[src/rtl/output_mem_if.sv]
// Output-buffer bus bundle: pixel in, packed words out, status.
// Ports: slave = buffer side, master = pixel source / AHB master side.
// The pixel counter port exists only when OMEM_PIXCNT_EN is defined.
interface output_mem_if #(
    parameter int DEPTH = 16,
    parameter int AW    = 4
);
    logic [7:0]  I_OMEM_PIXEL_B;
    logic [7:0]  I_OMEM_PIXEL_G;
    logic [7:0]  I_OMEM_PIXEL_R;
    logic        I_OMEM_VALID;
    logic        I_OMEM_LAST;
    logic        O_OMEM_READY;
    logic [31:0] O_OMEM_WDATA;
    logic        O_OMEM_WVALID;
    logic        I_OMEM_WREADY;
    logic [AW:0] O_OMEM_COUNT;
    logic        O_OMEM_DONE;
    logic        I_OMEM_CLEAR;
`ifdef OMEM_PIXCNT_EN
    logic [15:0] O_OMEM_PIXCNT;

    modport slave (
        input  I_OMEM_PIXEL_B, I_OMEM_PIXEL_G, I_OMEM_PIXEL_R,
        input  I_OMEM_VALID, I_OMEM_LAST, I_OMEM_WREADY,
        input  I_OMEM_CLEAR,
        output O_OMEM_READY, O_OMEM_WDATA, O_OMEM_WVALID,
        output O_OMEM_COUNT, O_OMEM_DONE, O_OMEM_PIXCNT
    );
    modport master (
        output I_OMEM_PIXEL_B, I_OMEM_PIXEL_G, I_OMEM_PIXEL_R,
        output I_OMEM_VALID, I_OMEM_LAST, I_OMEM_WREADY,
        output I_OMEM_CLEAR,
        input  O_OMEM_READY, O_OMEM_WDATA, O_OMEM_WVALID,
        input  O_OMEM_COUNT, O_OMEM_DONE, O_OMEM_PIXCNT
    );
`else
    modport slave (
        input  I_OMEM_PIXEL_B, I_OMEM_PIXEL_G, I_OMEM_PIXEL_R,
        input  I_OMEM_VALID, I_OMEM_LAST, I_OMEM_WREADY,
        input  I_OMEM_CLEAR,
        output O_OMEM_READY, O_OMEM_WDATA, O_OMEM_WVALID,
        output O_OMEM_COUNT, O_OMEM_DONE
    );
    modport master (
        output I_OMEM_PIXEL_B, I_OMEM_PIXEL_G, I_OMEM_PIXEL_R,
        output I_OMEM_VALID, I_OMEM_LAST, I_OMEM_WREADY,
        output I_OMEM_CLEAR,
        input  O_OMEM_READY, O_OMEM_WDATA, O_OMEM_WVALID,
        input  O_OMEM_COUNT, O_OMEM_DONE
    );
`endif
endinterface

[src/rtl/output_mem.sv]
// Output pixel buffer: packs BGR pixels into LE 32-bit words, FWFT FIFO.
// Ports: I_OMEM_HCLK, I_OMEM_HRESET_N (sync, active-low), bus (slave).
// Optional OMEM_PIXCNT_EN adds a saturating per-frame pixel counter.
module output_mem #(
    parameter int DEPTH = 16,
    parameter int AW    = 4
) (
    input  logic         I_OMEM_HCLK,
    input  logic         I_OMEM_HRESET_N,
    output_mem_if.slave  bus
);
    typedef enum logic {RUN, FLUSH} state_t;

    localparam logic [AW:0] LP_FULL = (AW+1)'(DEPTH);

    logic [31:0]   r_mem [DEPTH];
    logic [AW-1:0] r_wptr;
    logic [AW-1:0] r_rptr;
    logic [AW:0]   r_count;
    logic [23:0]   r_acc;
    logic [1:0]    r_nb;
    logic          r_done;
    state_t        r_state;

    logic          w_clr;
    logic          w_notfull;
    logic          w_ready;
    logic          w_accept;
    logic          w_wvalid;
    logic          w_pop;
    logic          w_flush_go;
    logic          w_push;
    logic [31:0]   w_pdata;
    logic [23:0]   w_acc_n;
    logic [1:0]    w_nb_n;

    assign w_clr      = !I_OMEM_HRESET_N || bus.I_OMEM_CLEAR;
    assign w_notfull  = (r_count != LP_FULL);
    // Built from registered state only: no WREADY-to-READY path.
    assign w_ready    = I_OMEM_HRESET_N && (r_state == RUN)
                        && w_notfull;
    assign w_accept   = bus.I_OMEM_VALID && w_ready;
    assign w_wvalid   = I_OMEM_HRESET_N && (r_count != '0);
    assign w_pop      = w_wvalid && bus.I_OMEM_WREADY;
    assign w_flush_go = (r_state == FLUSH) && w_notfull;

    // Packer: residual bytes sit in the low end of acc, upper bytes zero,
    // so a flush is simply acc zero-extended.
    always_comb begin
        w_push  = 1'b0;
        w_pdata = 32'h0;
        w_acc_n = r_acc;
        w_nb_n  = r_nb;
        if (w_flush_go) begin
            w_push  = 1'b1;
            w_pdata = {8'h00, r_acc};
            w_acc_n = 24'h0;
            w_nb_n  = 2'd0;
        end else if (w_accept) begin
            w_nb_n = r_nb - 2'd1;
            unique case (r_nb)
                2'd0: begin
                    w_acc_n = {bus.I_OMEM_PIXEL_R,
                               bus.I_OMEM_PIXEL_G,
                               bus.I_OMEM_PIXEL_B};
                end
                2'd1: begin
                    w_push  = 1'b1;
                    w_pdata = {bus.I_OMEM_PIXEL_R,
                               bus.I_OMEM_PIXEL_G,
                               bus.I_OMEM_PIXEL_B,
                               r_acc[7:0]};
                    w_acc_n = 24'h0;
                end
                2'd2: begin
                    w_push  = 1'b1;
                    w_pdata = {bus.I_OMEM_PIXEL_G,
                               bus.I_OMEM_PIXEL_B,
                               r_acc[15:0]};
                    w_acc_n = {16'h0, bus.I_OMEM_PIXEL_R};
                end
                2'd3: begin
                    w_push  = 1'b1;
                    w_pdata = {bus.I_OMEM_PIXEL_B, r_acc};
                    w_acc_n = {8'h0,
                               bus.I_OMEM_PIXEL_R,
                               bus.I_OMEM_PIXEL_G};
                end
            endcase
        end
    end

    // Storage carries no reset; only pointers/count are cleared.
    always_ff @(posedge I_OMEM_HCLK) begin
        if (w_push && !w_clr) begin
            r_mem[r_wptr] <= w_pdata;
        end
    end

    always_ff @(posedge I_OMEM_HCLK) begin
        if (w_clr) begin
            r_wptr  <= '0;
            r_rptr  <= '0;
            r_count <= '0;
            r_acc   <= 24'h0;
            r_nb    <= 2'd0;
            r_done  <= 1'b0;
            r_state <= RUN;
        end else begin
            if (w_push) begin
                r_wptr <= r_wptr + 1'b1;
            end
            if (w_pop) begin
                r_rptr <= r_rptr + 1'b1;
            end
            if (w_push && !w_pop) begin
                r_count <= r_count + 1'b1;
            end else if (!w_push && w_pop) begin
                r_count <= r_count - 1'b1;
            end
            r_acc  <= w_acc_n;
            r_nb   <= w_nb_n;
            r_done <= 1'b0;
            if (w_flush_go) begin
                r_state <= RUN;
                r_done  <= 1'b1;
            end else if (w_accept && bus.I_OMEM_LAST) begin
                if (w_nb_n == 2'd0) begin
                    r_done <= 1'b1;
                end else begin
                    r_state <= FLUSH;
                end
            end
        end
    end

    assign bus.O_OMEM_READY  = w_ready;
    assign bus.O_OMEM_WVALID = w_wvalid;
    assign bus.O_OMEM_WDATA  = w_wvalid ? r_mem[r_rptr] : 32'h0;
    assign bus.O_OMEM_COUNT  = r_count;
    assign bus.O_OMEM_DONE   = r_done;

`ifdef OMEM_PIXCNT_EN
    logic [15:0] r_pixcnt;
    logic        r_first;

    // r_first marks "next accept starts a new frame", so the count
    // survives the DONE pulse and restarts lazily.
    always_ff @(posedge I_OMEM_HCLK) begin
        if (w_clr) begin
            r_pixcnt <= 16'h0;
            r_first  <= 1'b1;
        end else if (w_accept) begin
            r_first <= bus.I_OMEM_LAST;
            if (r_first) begin
                r_pixcnt <= 16'h1;
            end else if (r_pixcnt != 16'hFFFF) begin
                r_pixcnt <= r_pixcnt + 16'h1;
            end
        end
    end

    assign bus.O_OMEM_PIXCNT = r_pixcnt;
`endif
endmodule
[src/flat_wrapper.sv]
// flat-port wrapper written by rule: the top's interface ports become plain ports
module output_mem_flat 
#(
    parameter int DEPTH = 16,
    parameter int AW    = 4
)
  (I_OMEM_HCLK, I_OMEM_HRESET_N, bus_I_OMEM_PIXEL_B, bus_I_OMEM_PIXEL_G, bus_I_OMEM_PIXEL_R, bus_I_OMEM_VALID, bus_I_OMEM_LAST, bus_I_OMEM_WREADY, bus_I_OMEM_CLEAR, bus_O_OMEM_READY, bus_O_OMEM_WDATA, bus_O_OMEM_WVALID, bus_O_OMEM_COUNT, bus_O_OMEM_DONE);
  output_mem_if #(.DEPTH(DEPTH), .AW(AW)) bus_i ();
  input  logic I_OMEM_HCLK;
  input  logic I_OMEM_HRESET_N;
  input wire logic [$bits(bus_i.I_OMEM_PIXEL_B)-1:0] bus_I_OMEM_PIXEL_B;
  input wire logic [$bits(bus_i.I_OMEM_PIXEL_G)-1:0] bus_I_OMEM_PIXEL_G;
  input wire logic [$bits(bus_i.I_OMEM_PIXEL_R)-1:0] bus_I_OMEM_PIXEL_R;
  input wire logic [$bits(bus_i.I_OMEM_VALID)-1:0] bus_I_OMEM_VALID;
  input wire logic [$bits(bus_i.I_OMEM_LAST)-1:0] bus_I_OMEM_LAST;
  input wire logic [$bits(bus_i.I_OMEM_WREADY)-1:0] bus_I_OMEM_WREADY;
  input wire logic [$bits(bus_i.I_OMEM_CLEAR)-1:0] bus_I_OMEM_CLEAR;
  output wire logic [$bits(bus_i.O_OMEM_READY)-1:0] bus_O_OMEM_READY;
  output wire logic [$bits(bus_i.O_OMEM_WDATA)-1:0] bus_O_OMEM_WDATA;
  output wire logic [$bits(bus_i.O_OMEM_WVALID)-1:0] bus_O_OMEM_WVALID;
  output wire logic [$bits(bus_i.O_OMEM_COUNT)-1:0] bus_O_OMEM_COUNT;
  output wire logic [$bits(bus_i.O_OMEM_DONE)-1:0] bus_O_OMEM_DONE;
  assign bus_i.I_OMEM_PIXEL_B = bus_I_OMEM_PIXEL_B;
  assign bus_i.I_OMEM_PIXEL_G = bus_I_OMEM_PIXEL_G;
  assign bus_i.I_OMEM_PIXEL_R = bus_I_OMEM_PIXEL_R;
  assign bus_i.I_OMEM_VALID = bus_I_OMEM_VALID;
  assign bus_i.I_OMEM_LAST = bus_I_OMEM_LAST;
  assign bus_i.I_OMEM_WREADY = bus_I_OMEM_WREADY;
  assign bus_i.I_OMEM_CLEAR = bus_I_OMEM_CLEAR;
  assign bus_O_OMEM_READY = bus_i.O_OMEM_READY;
  assign bus_O_OMEM_WDATA = bus_i.O_OMEM_WDATA;
  assign bus_O_OMEM_WVALID = bus_i.O_OMEM_WVALID;
  assign bus_O_OMEM_COUNT = bus_i.O_OMEM_COUNT;
  assign bus_O_OMEM_DONE = bus_i.O_OMEM_DONE;
  output_mem #(.DEPTH(DEPTH), .AW(AW)) u_core (.I_OMEM_HCLK(I_OMEM_HCLK), .I_OMEM_HRESET_N(I_OMEM_HRESET_N), .bus(bus_i));
endmodule
[config.mk]
export PLATFORM = sky130hd
export DESIGN_NAME = output_mem_flat
export DESIGN_NICKNAME = d
export VERILOG_FILES = /design/src/rtl/output_mem_if.sv /design/src/rtl/output_mem.sv /design/src/flat_wrapper.sv
export SDC_FILE = /design/constraint.sdc
export NUM_CORES = 1
export LEC_CHECK = 0
export ABC_AREA = 1
export ABC_CLOCK_PERIOD_IN_PS = 13100
export CORE_MARGIN = 5
export CORE_UTILIZATION = 30
export DETAILED_ROUTE_END_ITERATION = 7
export GPL_TIMING_DRIVEN = 0
export PLACE_DENSITY = 0.51
export SLEW_MARGIN = 30
export SYNTH_ARGS = -nofsm -noshare
export SYNTH_HDL_FRONTEND = slang
export SYNTH_SLANG_ARGS = --single-unit
[constraint.sdc]
create_clock -name I_OMEM_HCLK -period 13.1 [get_ports I_OMEM_HCLK]
set_clock_uncertainty 0.15 [all_clocks]
set_input_delay 2.62 -clock I_OMEM_HCLK [delete_from_list [all_inputs] [get_ports I_OMEM_HCLK]]
set_output_delay 2.62 -clock I_OMEM_HCLK [all_outputs]
set_load 0.02 [all_outputs]
## Word level (Yosys, flattened, before mapping)

Memory sizes are Yosys's and may differ from the RTL's. A register that Yosys moved wholly into a read port is not among the register bits.
Cells that the tools add are included.

- $add $sub $neg: 5
- Equal/unequal tests: 4
- Muxes and demuxes: 19
- Bitwise gates (word level): 2
- Reductions and logical operators: 22

Operators with widths:

| operator | count |
|---|---|
| $mux 32 | 3 |
| $pmux 24 s4 | 1 |
| $pmux 32 s3 | 1 |
| $logic_and 1x1->1 | 10 |
| $mux 5 | 2 |
| $add 4x1->4 const B | 2 |
| $mux 1 | 8 |
| $mux 4 | 2 |
| $add 5x1->5 const B | 1 |
| $ne 5x5->1 const B | 1 |
| $reduce_bool 5->1 | 1 |
| $sub 5x1->5 const B | 1 |
| $eq 2x2->1 const B | 2 |
| $logic_not 1->1 | 4 |
| $logic_not 2->1 | 2 |
| $mux 2 | 2 |
| $reduce_or 3->1 | 1 |
| $eq 2x1->1 const B | 1 |
| $not 1->1 | 2 |
| $reduce_and 2->1 | 1 |
| $reduce_bool 2->1 | 1 |
| $reduce_or 2->1 | 1 |
| $sub 2x1->2 const B | 1 |
| $logic_or 1x1->1 | 1 |

- Flip-flop bits (word level): 41
- Bits in writable memories: 512
- Bits of input ports: 30
- Output and inout port bits: 40
- Logic and storage cells: 60
- Memories: 1

Memory list:

| memory | depth | width | read ports | clocked after memory_dff | wr ports | line | source |
|---|---|---|---|---|---|---|---|
| u_core.r_mem | 16 | 32 | 1 | 1 | 1 | output_mem.sv:16 | `logic [31:0] r_mem [DEPTH];` |

## Longest topological paths before layout

- Depth after elaboration: 10
- Mapped depth: 15
- Depth with buffers taken out: 15

## Least setup slack after synthesis

No wires, ideal clock.

- Path kind: input to output
- Start point: in I_OMEM_HRESET_N
- End point: out bus_O_OMEM_WDATA[22]
- Arrival time: 3.609 ns
- Required time: 10.330 ns
- Setup slack: 6.721 ns
- Cell stages on the path: 5
- Cell sequence: nand2_1 > clkinv_1 > clkbuf_1 > nand2_1 > a21oi_1

- Longest elaborated chain between the ends: 2

RTL lines:

| item | line | source |
|---|---|---|
| start: declaration | flat_wrapper.sv:10 | `input logic I_OMEM_HRESET_N;` |
| $logic_and 1x1->1 | output_mem.sv:43 | `assign w_wvalid = I_OMEM_HRESET_N && (r_count != '0);` |
| net bus_O_OMEM_WVALID | flat_wrapper.sv:20 | `output wire logic [$bits(bus_i.O_OMEM_WVALID)-1:0] bus_O_OMEM_WVALID;` |
| $mux 32 | output_mem.sv:139 | `assign bus.O_OMEM_WDATA = w_wvalid ? r_mem[r_rptr] : 32'h0;` |
| end: declaration | flat_wrapper.sv:19 | `output wire logic [$bits(bus_i.O_OMEM_WDATA)-1:0] bus_O_OMEM_WDATA;` |

The timed path passes the listed nets, and every way through them passes these cells.

## Worst setup path after layout

- Start point: in I_OMEM_HRESET_N
- End point: out bus_O_OMEM_WDATA[2]

- Longest elaborated chain between the ends: 2

RTL lines:

| item | line |
|---|---|
| $logic_and 1x1->1 | output_mem.sv:43 |
| $mux 32 | output_mem.sv:139 |

No other way between the ends.

==> out/summary.txt <==
CLOCK TREE
--------------------------------------------------------------------------------------
Count of H-tree levels built during CTS                                              2
Total CTS buffers                                                                   57
Resized Gates After CTS                                                              0
TritonCTS clock tree                                                             built
Buffer levels on the longest clock path                                              3
Clock slew at the register clock pins of the worst setup and hold paths          50 ps
Buffer count from post-CTS setup fixing                                              0
Clock latency of the later-clocked register in the worst-skew pair              600 ps
Cell at the root of the clock tree                                        sky130_fd_sc_hd__clkbuf_16
# clock sinks                                                                      557
Number of buffers added to fix hold violations after cts                             0

SETUP PATH
--------------------------------------------------------------------------------------
CP arrival                                                                     5340 ps
Delay of the slowest cell on the worst path                                     700 ps
Data required time of the worst path                                          10330 ps
Critical path startpoint category                                           input port
Number of buffer and inverter stages on the critical path                            4
Critical Setup Path Class                                                    in -> out
Cell class contributing the biggest share of worst-path delay             buffers and inverters
Crit path max fanout                                                                10
Cell with the largest stage delay on the worst path                       sky130_fd_sc_hd__clkdlybuf4s50_1
Critical path, cell by cell                                               clkdlybuf4s50_1 > nand2_1 > clkinv_1 > clkbuf_1 > nand2_1 > a21oi_1 > clkdlybuf4s50_1
Sort of element at the end of the critical path                            output port

PLACEMENT
--------------------------------------------------------------------------------------
Placer Congestion                                                                0.826
Number of buffers added on ports                                                    69
Post-placement setup slack                                                     5090 ps
Post-Place Cells                                                                  3105
Detail Placement HPWL                                                         51800 um

GRT
--------------------------------------------------------------------------------------
Number of global-route vias before repair                                        16.1k
GR Overflow Total                                                                    0
Total routing usage reported by global routing                                   17.3%
Wire length of the first global-routing pass                                 107000 um
Antenna violations before repair                                                     0
Maximum number of pins on one net before global-route repair                        19

STA
--------------------------------------------------------------------------------------
Part of the cycle the worst path needs                                           61.9%
Min cycle time layout                                                          8110 ps
RSZ-0062 raised after global routing                                                no
Highest clock rate                                                           0.123 GHz
Number of failing setup endpoints in the final timing report                         0
Actual slew at the worst max-slew pin                                           994 ps
Final Worst Setup Slack                                                        4990 ps
Pins Over Slew Limit                                                                 0
Final-layout setup total negative slack                                           0 ps
Max-slew headroom at the worst pin                                               33.7%
Hold Violations, Final                                                               0

LAYOUT
--------------------------------------------------------------------------------------
Non-filler cells in the finished layout                                           3212
Leading cell type in the layout, fill and taps excluded                   sky130_fd_sc_hd__edfxtp_1
Area growth from synthesis to layout                                             23.0%
Fraction of layout cells with a size suffix above 1                              11.2%
Post-layout net count                                                             2178
Final core occ                                                                   37.2%
Layout filler cell count                                                          7312
Top library cells by usage in the layout, fill and taps aside             sky130_fd_sc_hd__edfxtp_1 (512), sky130_fd_sc_hd__o21ai_0 (301), sky130_fd_sc_hd__nor2_1 (257), sky130_fd_sc_hd__nand2_1 (144), sky130_fd_sc_hd__a21oi_1 (135)

YOSYS
--------------------------------------------------------------------------------------
Flip-flop cell with the highest count after synthesis                     sky130_fd_sc_hd__edfxtp_1
Post-synthesis cell type count                                                      36
Share of the yosys chip area belonging to registers                              70.9%
Number of instances in the synthesized netlist                                    1950
Number of warnings printed during yosys synthesis                                    0
Mapped Area                                                                23000 sq um
Nets in the synthesized netlist                                                   1994
Async set or reset register ratio after synthesis                                   0%
Post-synthesis register bit count                                                  557
Post-synth EDFFs                                                                   512
Share of the synthesized area in the top cell type                               67.0%
Average cell area after synthesis                                           11.8 sq um
Top post-synthesis cells by area                                          sky130_fd_sc_hd__edfxtp_1 (67%), sky130_fd_sc_hd__o21ai_0 (6.6%), sky130_fd_sc_hd__nor2_1 (4.6%), sky130_fd_sc_hd__dfxtp_1 (3.9%), sky130_fd_sc_hd__a21oi_1 (2.9%)
Yosys top cell by area                                                    sky130_fd_sc_hd__edfxtp_1

FLOORPLAN
--------------------------------------------------------------------------------------
Die outline area                                                           82200 sq um
Placeable Area                                                             75900 sq um
Chip width                                                                      287 um
Boundary Pins                                                                       70
Initial standard-cell utilization of the core                                    30.2%
Die height                                                                      287 um
Number of placement rows                                                           101

JOB
--------------------------------------------------------------------------------------
Reported max-cap violation count                                                     0

ROUTE
--------------------------------------------------------------------------------------
Remaining antenna violation count after routing                                      0
DRC violations left                                                                  0
Vias after detailed routing                                                      16.2k
Post-detailed-route wirelength per cell                                        22.7 um
Detailed router's first-iteration violation count                                 1520
Sum of routed wire length over all layers                                     72900 um
Length of the first detailed-routing pass in iterations                              5
Vias/cell                                                                         5.06

POWER
--------------------------------------------------------------------------------------
Final total power                                                              3770 uW
Combinational fraction of design power                                            3.3%
Clock share of power                                                             45.8%
Peak supply drop                                                               96.6 uV
Power density normalized to cell area                                      134 nW/um^2
Switching pwr                                                                   773 uW
Proportion of total power due to net switching                                   20.5%
Part of the total power dissipated in sequential elements                        50.9%
Internal cell power                                                            3000 uW
Reported leakage power                                                      0.00935 uW

OUTCOME
--------------------------------------------------------------------------------------
Status                                                                       completed

HOLD PATH
--------------------------------------------------------------------------------------
Type of the most critical hold path                                         reg -> reg

-- final cells by class --
| cell class | instances | area, sq um | share of cell area [%] |
|---|---|---|---|
| diodes | 1 | 2.50 | 0.00886 |
| plain buffers | 127 | 593 | 2.10 |
| clock buffers | 73 | 1540 | 5.45 |
| clock inverters | 33 | 443 | 1.57 |
| inverters | 123 | 467 | 1.65 |
| multi-input cells | 1143 | 6030 | 21.3 |
| flip-flops and latches | 557 | 16300 | 57.6 |
| well taps | 1030 | 1290 | 4.56 |
| repair buffers | 125 | 1620 | 5.73 |
-- sequential cells by signal, summed over array words and instances (netlist names), named ones only --
name and flops:
u_core.r_mem 512, u_core.r_wptr 4, u_core.bus.O_OMEM_COUNT 5, u_core.r_acc 24, u_core.r_state 1, u_core.bus.O_OMEM_DONE 1, u_core.r_rptr 4, u_core.r_nb 2
-- cell families after synthesis --
group	Yosys count	share of synthesized area, %
xor gates and xnor gates	5	0.191
AOI/OAI and AO/OA	638	15.2
adders and majority gates	14	0.796
buffers and inverters	250	4.60
muxes	1	0.0436
DFF	557	70.9
and+or+nand+nor	485	8.33
-- worst min-delay path: stages, from the launching register on --
cell	delay, ps
sky130_fd_sc_hd__dfxtp_1	290
sky130_fd_sc_hd__inv_1	70
sky130_fd_sc_hd__a21oi_1	60
-- synthesized netlist by cell type (2+ instances only) --
library cell / count
sky130_fd_sc_hd__o22ai_1: 60
sky130_fd_sc_hd__dfxtp_1: 45
sky130_fd_sc_hd__clkbuf_1: 68
sky130_fd_sc_hd__edfxtp_1: 512
sky130_fd_sc_hd__inv_2: 3
sky130_fd_sc_hd__buf_4: 9
sky130_fd_sc_hd__buf_6: 6
sky130_fd_sc_hd__a21oi_1: 135
sky130_fd_sc_hd__nand3_1: 43
sky130_fd_sc_hd__o21ai_0: 305
sky130_fd_sc_hd__o211ai_1: 31
sky130_fd_sc_hd__nand3_2: 2
sky130_fd_sc_hd__a211oi_1: 8
sky130_fd_sc_hd__nand2_2: 3
sky130_fd_sc_hd__o32ai_1: 12
sky130_fd_sc_hd__ha_1: 13
sky130_fd_sc_hd__inv_1: 117
sky130_fd_sc_hd__xnor2_1: 2
sky130_fd_sc_hd__buf_1: 16
sky130_fd_sc_hd__a22oi_1: 13
sky130_fd_sc_hd__nor2_1: 284
sky130_fd_sc_hd__o21ai_1: 65
sky130_fd_sc_hd__nand4_1: 2
sky130_fd_sc_hd__nor3_1: 4
sky130_fd_sc_hd__nor2_2: 2
sky130_fd_sc_hd__nand2_1: 144
sky130_fd_sc_hd__xor2_1: 3
sky130_fd_sc_hd__o221ai_1: 7
sky130_fd_sc_hd__clkinv_1: 2
sky130_fd_sc_hd__buf_2: 28
-- metrics by stage --
| step | hold WS [ps] | instance area [sq um] |
|---|---|---|
| after floorplan | 279 | 23000 |
| after global placement | 300 | 24900 |
| after detailed placement | 306 | 26200 |
| after CTS | 315 | 28200 |
| after global routing | 342 | 28300 |
| final | 331 | 28300 |
-- final timing paths --
kind                                                  from                   to  slack (ps)  cells past startpoint
worst max-delay path                       I_OMEM_HRESET_N  bus_O_OMEM_WDATA[2]        4990                      7
worst min-delay path                       u_core.r_acc[4]      u_core.r_acc[4]         330                      2
worst max register to register  u_core.bus.O_OMEM_COUNT[0]  u_core.r_mem[0][12]        9710                     11
worst min register to register             u_core.r_acc[4]      u_core.r_acc[4]         330                      2
-- layer usage --
metal	track usage, %	wire length, um	up-vias
met1	23.1	30700	8087
li1	-	-	7439
met2	29.8	35500	601
met3	2.59	4840	113
met5	0	0	-
met4	4.44	1770	0
-- power by group through the flow --
stage                     Combinational (uW)  Clock [uW]  Sequential (uW)
after floorplan                         62.2           0             1960
after global placement                   118           0             1960
after detailed placement                 126           0             1960
after CTS                                126        1760             1920
after global routing                     136        1830             1920
final                                    125        1730             1920
(Power assumes the default switching activity.)
